$ cat src/rtl/dffn_stim_pkg.sv
`default_nettype none
// ============================================================================
// dffn_stim_pkg: types, constants and phase-offset helpers for dffn_stim_checker
// Rev 1.0
// ============================================================================
package dffn_stim_pkg;

  localparam int          c_phase_w   = 16;
  localparam logic [15:0] c_lfsr_poly = 16'hB400;  // x^16+x^14+x^13+x^11+1, right-shifting

  typedef enum logic [1:0] {
    ST_IDLE = 2'd0,
    ST_RUN  = 2'd1,
    ST_DONE = 2'd2
  } state_t;

  typedef enum logic [3:0] {
    STEP_RST      = 4'd1,
    STEP_SET      = 4'd2,
    STEP_BOTH     = 4'd3,
    STEP_REL_RN   = 4'd4,
    STEP_REL_SETN = 4'd5,
    STEP_CAPTURE  = 4'd6,
    STEP_ASYNC    = 4'd7
  } step_t;

  function automatic logic in_first_half(input logic [c_phase_w-1:0] phase,
                                         input logic [c_phase_w-1:0] half);
    return phase < half;
  endfunction

  function automatic logic is_first_cmp(input logic [c_phase_w-1:0] phase,
                                        input logic [c_phase_w-1:0] settle);
    return phase == settle;
  endfunction

  function automatic logic is_second_cmp(input logic [c_phase_w-1:0] phase,
                                         input logic [c_phase_w-1:0] half,
                                         input logic [c_phase_w-1:0] settle);
    return phase == (half + settle);
  endfunction

endpackage
`default_nettype wire

$ cat src/rtl/dffn_stim_lfsr.sv
`default_nettype none
// ============================================================================
// dffn_stim_lfsr: 16-bit right-shifting Galois LFSR with seed load and advance
// Rev 1.0
// ============================================================================
module dffn_stim_lfsr
  import dffn_stim_pkg::*;
(
  input  logic        clk,
  input  logic        rst_n,
  input  logic        i_load,
  input  logic [15:0] i_seed,
  input  logic        i_adv,
  output logic        o_next_bit
);

  logic [15:0] r_state;
  logic [15:0] w_next;

  always_comb begin
    w_next = {1'b0, r_state[15:1]} ^ (r_state[0] ? c_lfsr_poly : 16'h0000);
  end

  // An all-zero seed would lock the register, so it is replaced by 1.
  always_ff @(posedge clk) begin
    if (!rst_n) begin
      r_state <= 16'h0001;
    end else if (i_load) begin
      r_state <= (i_seed == 16'h0000) ? 16'h0001 : i_seed;
    end else if (i_adv) begin
      r_state <= w_next;
    end
  end

  assign o_next_bit = w_next[0];

endmodule
`default_nettype wire

$ cat config.mk
export PLATFORM = sky130hd
export DESIGN_NAME = dffn_stim_lfsr
export DESIGN_NICKNAME = d
export VERILOG_FILES = /design/src/rtl/dffn_stim_pkg.sv /design/src/rtl/dffn_stim_lfsr.sv
export SDC_FILE = /design/constraint.sdc
export NUM_CORES = 1
export LEC_CHECK = 0
export ABC_AREA = 1
export CORE_MARGIN = 3
export CORE_UTILIZATION = 47
export DETAILED_ROUTE_END_ITERATION = 8
export GPL_ROUTABILITY_DRIVEN = 0
export PLACE_DENSITY = 0.81
export REMOVE_ABC_BUFFERS = 1
export SYNTH_ARGS = -nofsm -noshare
export SYNTH_HDL_FRONTEND = slang
export SYNTH_SLANG_ARGS = --single-unit
$ cat constraint.sdc
create_clock -name clk -period 1.4 [get_ports clk]
set_clock_uncertainty 0.1 [all_clocks]
set_input_delay 0.35 -clock clk [delete_from_list [all_inputs] [get_ports clk]]
set_output_delay 0.35 -clock clk [all_outputs]
set_load 0.005 [all_outputs]
## Word-level counts from Yosys, hierarchy flattened

Cells that the tools add are included.

| word-level totals | value |
|---|---|
| bits in registers | 16 |
| output and inout bits | 1 |
| word-level logic and storage cells | 8 |

| operators by class | value |
|---|---|
| multiplexer cells | 4 |
| bitwise logic cells | 1 |
| reductions and logical operators | 2 |

Operator list:

| kind | count |
|---|---|
| two-way mux 16 bit | 4 |
| logical NOT 16 bit | 1 |
| bitwise XOR 15 x 16 -> 16 bit | 1 |
| nonzero test 2 bit | 1 |

## Depth between registers and ports, before layout

Gate-level depths: netlist of the first run.

| logic depth | value |
|---|---|
| word-level depth | 4 |
| gate-level depth with buffers | 7 |
| mapped depth without buffers | 7 |

## Worst setup path before layout of the first run

Ideal clock, no wire load.

| path | value |
|---|---|
| kind | input port to flip-flop |
| start point | input i_load |
| end point | register r_state[13] |
| setup time | 114 ps |
| data arrival time | 934 ps |
| required time | 1,186 ps |
| path slack | 252 ps |
| cell stages on the path | 6 |
| buffers on the path | 2 |
| path through | buf_6 > nor2_8 > inv_4 > buf_12 > o211ai_2 > inv_1 |

| between the ends | value |
|---|---|
| longest elaborated chain between the ends | 1 |
| elaborated cells on any way between the ends | 2 |

RTL lines:

| item | line | RTL |
|---|---|---|
| start, declared | dffn_stim_lfsr.sv:11 | `input logic i_load,` |
| two-way mux 16 bit or nonzero test 2 bit (tied branches) | -- |  |
| end signal, assigned | dffn_stim_lfsr.sv:29 | `r_state <= (i_seed == 16'h0000) ? 16'h0001 : i_seed;` |
| end signal, assigned | dffn_stim_lfsr.sv:31 | `r_state <= w_next;` |
| end, declared | dffn_stim_lfsr.sv:17 | `logic [15:0] r_state;` |

Several ways; a longest one is shown, not always the timed one.
A chain may end at the register's enable or synchronous reset.

## Final worst setup path of the first run

| path | value |
|---|---|
| start point | register r_state[1] |
| end point | output o_next_bit |

| between the ends | value |
|---|---|
| longest elaborated chain between the ends | 1 |

RTL lines:

| item | line | RTL |
|---|---|---|
| bitwise XOR 15 x 16 -> 16 bit | dffn_stim_lfsr.sv:21 | `w_next = {1'b0, r_state[15:1]} ^ (r_state[0] ? c_lfsr_poly : 16'h0000);` |
| end, declared | dffn_stim_lfsr.sv:14 | `output logic o_next_bit` |

No other way between the ends.

==> out/qor.yml, run 1 <==
status:
  outcome: "finished, final reports clean"
worst_hold_path:
  hold_class: "flop to flop"
  min_from: "r_state[5]"
  holdPathStages: 2
critical_path:
  critical_path_required_ns: 0.95
  cp_slowest_stage_delay_ns: 0.33
  critPathLaunch: "r_state[1]"
  crit_path_start_kind: "flop"
  crit_fanout: 2
  crit_family: "flip-flops"
  worst_setup_path_end_kind: "primary output"
  reg2regPathDepth: 5
  r2r-start: "r_state[0]"
  crit_chain: "dlygate4sd2_1"
  slowest_stage: "dfxtp_2"
  path_buf_inv: 1
  worstSetupPathType: "flop to primary output"
  crit_arrival_ns: 0.87
  cp.depth: 1
routing:
  wirelength_um: 1820
  met3WireLength_um: 154
  wl_per_cell_um: 10.7
  met1Wirelength_um: 792
  drtAntennaViolNets: 0
  top_layer: "met4"
  drcViolationCount: 0
  vias_per_cell: 4.96
  drt_iter0_drc: 20
  vias: 843
  drt_first_pass_iters: 4
  met2_length_um: 854
placed_design:
  portBuffers: 20
  post_dp_cell_area_um2: 1070
  post-dp-hpwl_um: 1400
layout:
  largest_reg_flops: 16
  layout_commonest_cell: "nand2_1"
  final_cell_mix: "nand2_1, clkdlybuf4s50_1, nor2_1, dfxtp_1, o21ai_0"
  drive_gt1_share_pct: 13.0
  fin_util_pct: 68.6
  num_antenna_cells: 0
  final_cell_area_um2: 1110
  regMostFlops: "r_state"
  reg.largest.list: "r_state (16)"
  layout.nets: 168
  area_growth_pct: 29.4
grt:
  grt_start_max_net_pins: 19
  grt_pass1_wl_um: 2980
  grt_pass1_vias: 702
  antenna_found_initial: 0
  grtUsageTotal_pct: 16.1
  grt_overflow_total: 0
clocking:
  clock_path_buffers: 2
  cts_num_sinks: 16
  postCtsHoldBufs: 0
  cts_root_buf: "clkbuf_4"
  clk_pin_slew_worst_paths_ns: 0.09
  numCtsBuffers: 3
  htreeDepth: 1
  clkLatencyLatePin_ns: 0.29
  cts_tree: "yes"
timing:
  grt_setup_unrepaired: "no"
  drv_slew: 0
  clock.fmax_mhz: 759
  holdWs_ns: 0.419
  period_minus_slack_ns: 1.32
  min_period_over_period_pct: 94.2
  finalHoldViolations: 0
  finalSetupTns_ns: 0
  maxSlewHeadroom_pct: 82.3
  setup_violations: 0
  tightest_slew_ns: 0.266
floorplanning:
  start_util_pct: 53.0
  fp-row-count: 14
  die-area_um2: 2370
  io_pins: 21
  die_h_um: 48.6
  die_w_um: 48.6
  core_um2: 1610
logic_synthesis:
  netlist-cell-type-count: 21
  mappedNetlistArea_um2: 855
  seq_area_frac_synth_pct: 37.5
  netlist_instances: 122
  yosysWarnings: 0
  syn_avg_cell_area_um2: 7.00
  ys_ff_latch: 16
pwr:
  p_leak_nw: 0.497
  finalPower_w: 0.000964
  p_per_area_nw_per_um2: 872
  vdd_drop_max_mv: 0.585
job:
  drv_cap: 0
-- cells in the mapped netlist --
master    instances  area share (%)
nand2_1          29              13
nor2_1           17             7.5
dfxtp_1          16              37
o21ai_0          14             8.2
a21oi_1          13             7.6
o21ai_1           9             5.3
inv_1             6             2.6
inv_2             2            0.88
nand3_1           2             1.2
nand3_2           2             2.3
xor2_1            2             2.1
buf_12            1             2.3
buf_2             1            0.59
buf_4             1            0.88
buf_6             1             1.3
clkbuf_2          1            0.59
clkbuf_4          1            0.88
inv_4             1            0.73
nor2_8            1             2.3
o211ai_2          1             1.5
o21ai_2           1             1.0
-- cell type report --
| class | count | area, µm² |
|---|---|---|
| clock buffer | 3 | 22.5 |
| multi-input combinational | 91 | 442 |
| tap | 24 | 30.0 |
| fill | 155 | 505 |
| timing repair buffer | 27 | 254 |
| inverter | 9 | 36.3 |
| sequential | 16 | 322 |
-- kinds of logic (layout without fill, tap and decap cells) --
family / after synthesis / after routing / share of synthesized area (%)
AOI/OAI and AO/OA: 38 / 38 / 23.6
DFF: 16 / 16 / 37.5
xor gates and xnor gates: 2 / 2 / 2.05
buffers and inverters: 15 / 39 / 10.8
and+or+nand+nor: 51 / 51 / 26.1
-- worst paths after layout --
| check | slack, ns | to |
|---|---|---|
| hold / removal | 0.42 | r_state[5] |
| setup reg to reg | 0.35 | r_state[12] |
| hold reg to reg | 0.42 | r_state[5] |
| setup / recovery | 0.08 | o_next_bit |
-- repair_timing --
action                                  in CTS  in global routing
gates resized for setup                      2                  1
buffers inserted                             1                  0
endpoints found under the setup margin       1                  1
-- per-layer routing --
layer / global-route usage (%) / vias up
li1: - / 445
met1: 21.1 / 365
met2: 24.9 / 31
met3: 5.83 / 2
met4: 4.27 / 0
met5: 0 / -
-- through the flow --
step                setup WS, ns  instances
global route              0.0258        170
finish                    0.0817        170
detailed placement        -0.223        166
CTS                       0.0769        170
global placement          -0.202        166
floorplan                  0.456        116
-- tightest hold or removal path, delay by kind of cell (launching register included) --
| family | cells | cell delay, ns |
|---|---|---|
| AOI/OAI and AO/OA | 2 | 0.16 |
| DFF | 1 | 0.32 |
-- power breakdown --
group | switching [W] | leakage [nW] | internal (W)
registers | 0.0000209 | 0.133 | 0.000491
logic | 0.000103 | 0.350 | 0.000111
clock network | 0.000139 | 0.0138 | 0.000100
total | 0.000263 | 0.497 | 0.000702
No activity file was read; power rests on OpenSTA's default activity.
==> inputs of run 2 (changes only) <==
Clock period 1.4 ns to 1.3 ns, I/O delays scaled along.
==> out/qor.yml, run 2 (same netlist as run 1, synthesis figures left out) <==
layout:
  fin_util_pct: 70.0
  largest_reg_flops: 16
  layout_commonest_cell: "nand2_1"
  regMostFlops: "r_state"
  drive_gt1_share_pct: 13.6
  finalNonFillerCells: 171
  area_growth_pct: 32.1
  final_cell_area_um2: 1130
  layout.nets: 168
  reg.largest.list: "r_state (16)"
  fillers: 149
  num_antenna_cells: 0
  final_cell_mix: "nand2_1, clkdlybuf4s50_1, nor2_1, dfxtp_1"
floorplanning:
  die_w_um: 48.6
  start_util_pct: 53.0
  fp-row-count: 14
  die_h_um: 48.6
  die-area_um2: 2370
  core_um2: 1610
  io_pins: 21
placed_design:
  portBuffers: 20
  post-dp-hpwl_um: 1510
  place_inst: 167
  post_dp_cell_area_um2: 1080
critical_path:
  slowest_stage: "dfxtp_2"
  crit_family: "flip-flops"
  crit_fanout: 2
  critical_path_required_ns: 0.88
  worstSetupPathType: "flop to primary output"
  crit_arrival_ns: 0.81
  cp_slowest_stage_delay_ns: 0.34
  worst_setup_path_end_kind: "primary output"
  path_buf_inv: 1
  crit_chain: "clkdlybuf4s15_1"
  crit_path_start_kind: "flop"
timing:
  grt_setup_unrepaired: "no"
  drv_slew: 0
  tightest_slew_ns: 0.255
  setup_violations: 0
  min_period_over_period_pct: 95.3
  maxSlewHeadroom_pct: 83.0
  period_minus_slack_ns: 1.24
  finalHoldViolations: 0
  clock.fmax_mhz: 807
clocking:
  cts_num_sinks: 16
  cts_tree: "yes"
  postCtsHoldBufs: 0
  clkLatencyLatePin_ns: 0.29
  htreeDepth: 1
  clk_pin_slew_worst_paths_ns: 0.10
  numCtsBuffers: 3
  cts_root_buf: "clkbuf_4"
  clock_path_buffers: 2
pwr:
  vdd_drop_max_mv: 0.851
  p_per_area_nw_per_um2: 993
  p_leak_nw: 0.498
routing:
  drcViolationCount: 0
  vias: 870
  wirelength_um: 1990
  wl_per_cell_um: 11.6
  drtAntennaViolNets: 0
  vias_per_cell: 5.09
  drt_iter0_drc: 12
  drt_first_pass_iters: 4
worst_hold_path:
  hold_class: "flop to flop"
grt:
  grtUsageTotal_pct: 17.6
  grt_pass1_vias: 811
  grt_pass1_wl_um: 3330
  grt_start_max_net_pins: 19
  grt_overflow_total: 0
  antenna_found_initial: 0
job:
  drv_cap: 0
status:
  outcome: "finished, final reports clean"
run 2: metal layers:
layer | track usage (%) | vias up | part of all wire [%]
li1 | - | 445 | -
met1 | 20.6 | 390 | 41
met2 | 29.4 | 31 | 51
met3 | 5.83 | 4 | 5.8
met4 | 7.11 | 0 | 1.5
met5 | 0 | - | 0
run 2: area by class of cell:
type	count	area, µm²	share of cell area [%]
multi-input combinational	91	442	39.1
sequential	16	322	28.5
timing repair buffer	27	255	22.6
inverter	9	43.8	3.88
clock buffer	4	36.3	3.22
tap	24	30.0	2.66
run 2: power by group:
part / total [W] / leakage (nW) / switching, W / internal, W
registers: 0.000552 / 0.133 / 0.0000233 / 0.000529
clock network: 0.000332 / 0.0210 / 0.000161 / 0.000170
logic: 0.000237 / 0.344 / 0.000115 / 0.000121
run 2: worst paths after layout:
check             startpoint     endpoint  slack (ns)  cells after the start
setup / recovery  r_state[1]   o_next_bit        0.06                      1
hold / removal    r_state[6]   r_state[6]        0.42                      2
setup reg to reg  r_state[0]  r_state[12]        0.27                      5
hold reg to reg   r_state[6]   r_state[6]        0.42                      2
run 2: worst reg2reg max path, cell delays in order, from the launching register on:
cell     delay [ns]
dfxtp_1        0.46
xor2_1         0.18
nand2_1        0.09
nand3_2        0.06
nand2_1        0.05
inv_1          0.04
run 2: repair_timing:
action,in CTS,in global routing
endpoints found under the setup margin,3,11
pin swaps,0,1
setup buffers,0,0
resized for setup,4,5
run 2: stage by stage:
step | setup TNS (ns) | total power [W] | setup WS, ns | hold WS, ns
final | 0 | 0.00112 | 0.0610 | 0.421
after global routing | 0 | 0.00118 | 0.0142 | 0.441
after CTS | 0 | 0.00112 | 0.00493 | 0.421
after detailed placement | -4.30 | 0.000795 | -0.308 | 0.401
after global placement | -3.97 | 0.000788 | -0.281 | 0.399
after floorplan | 0 | 0.000667 | 0.379 | 0.336
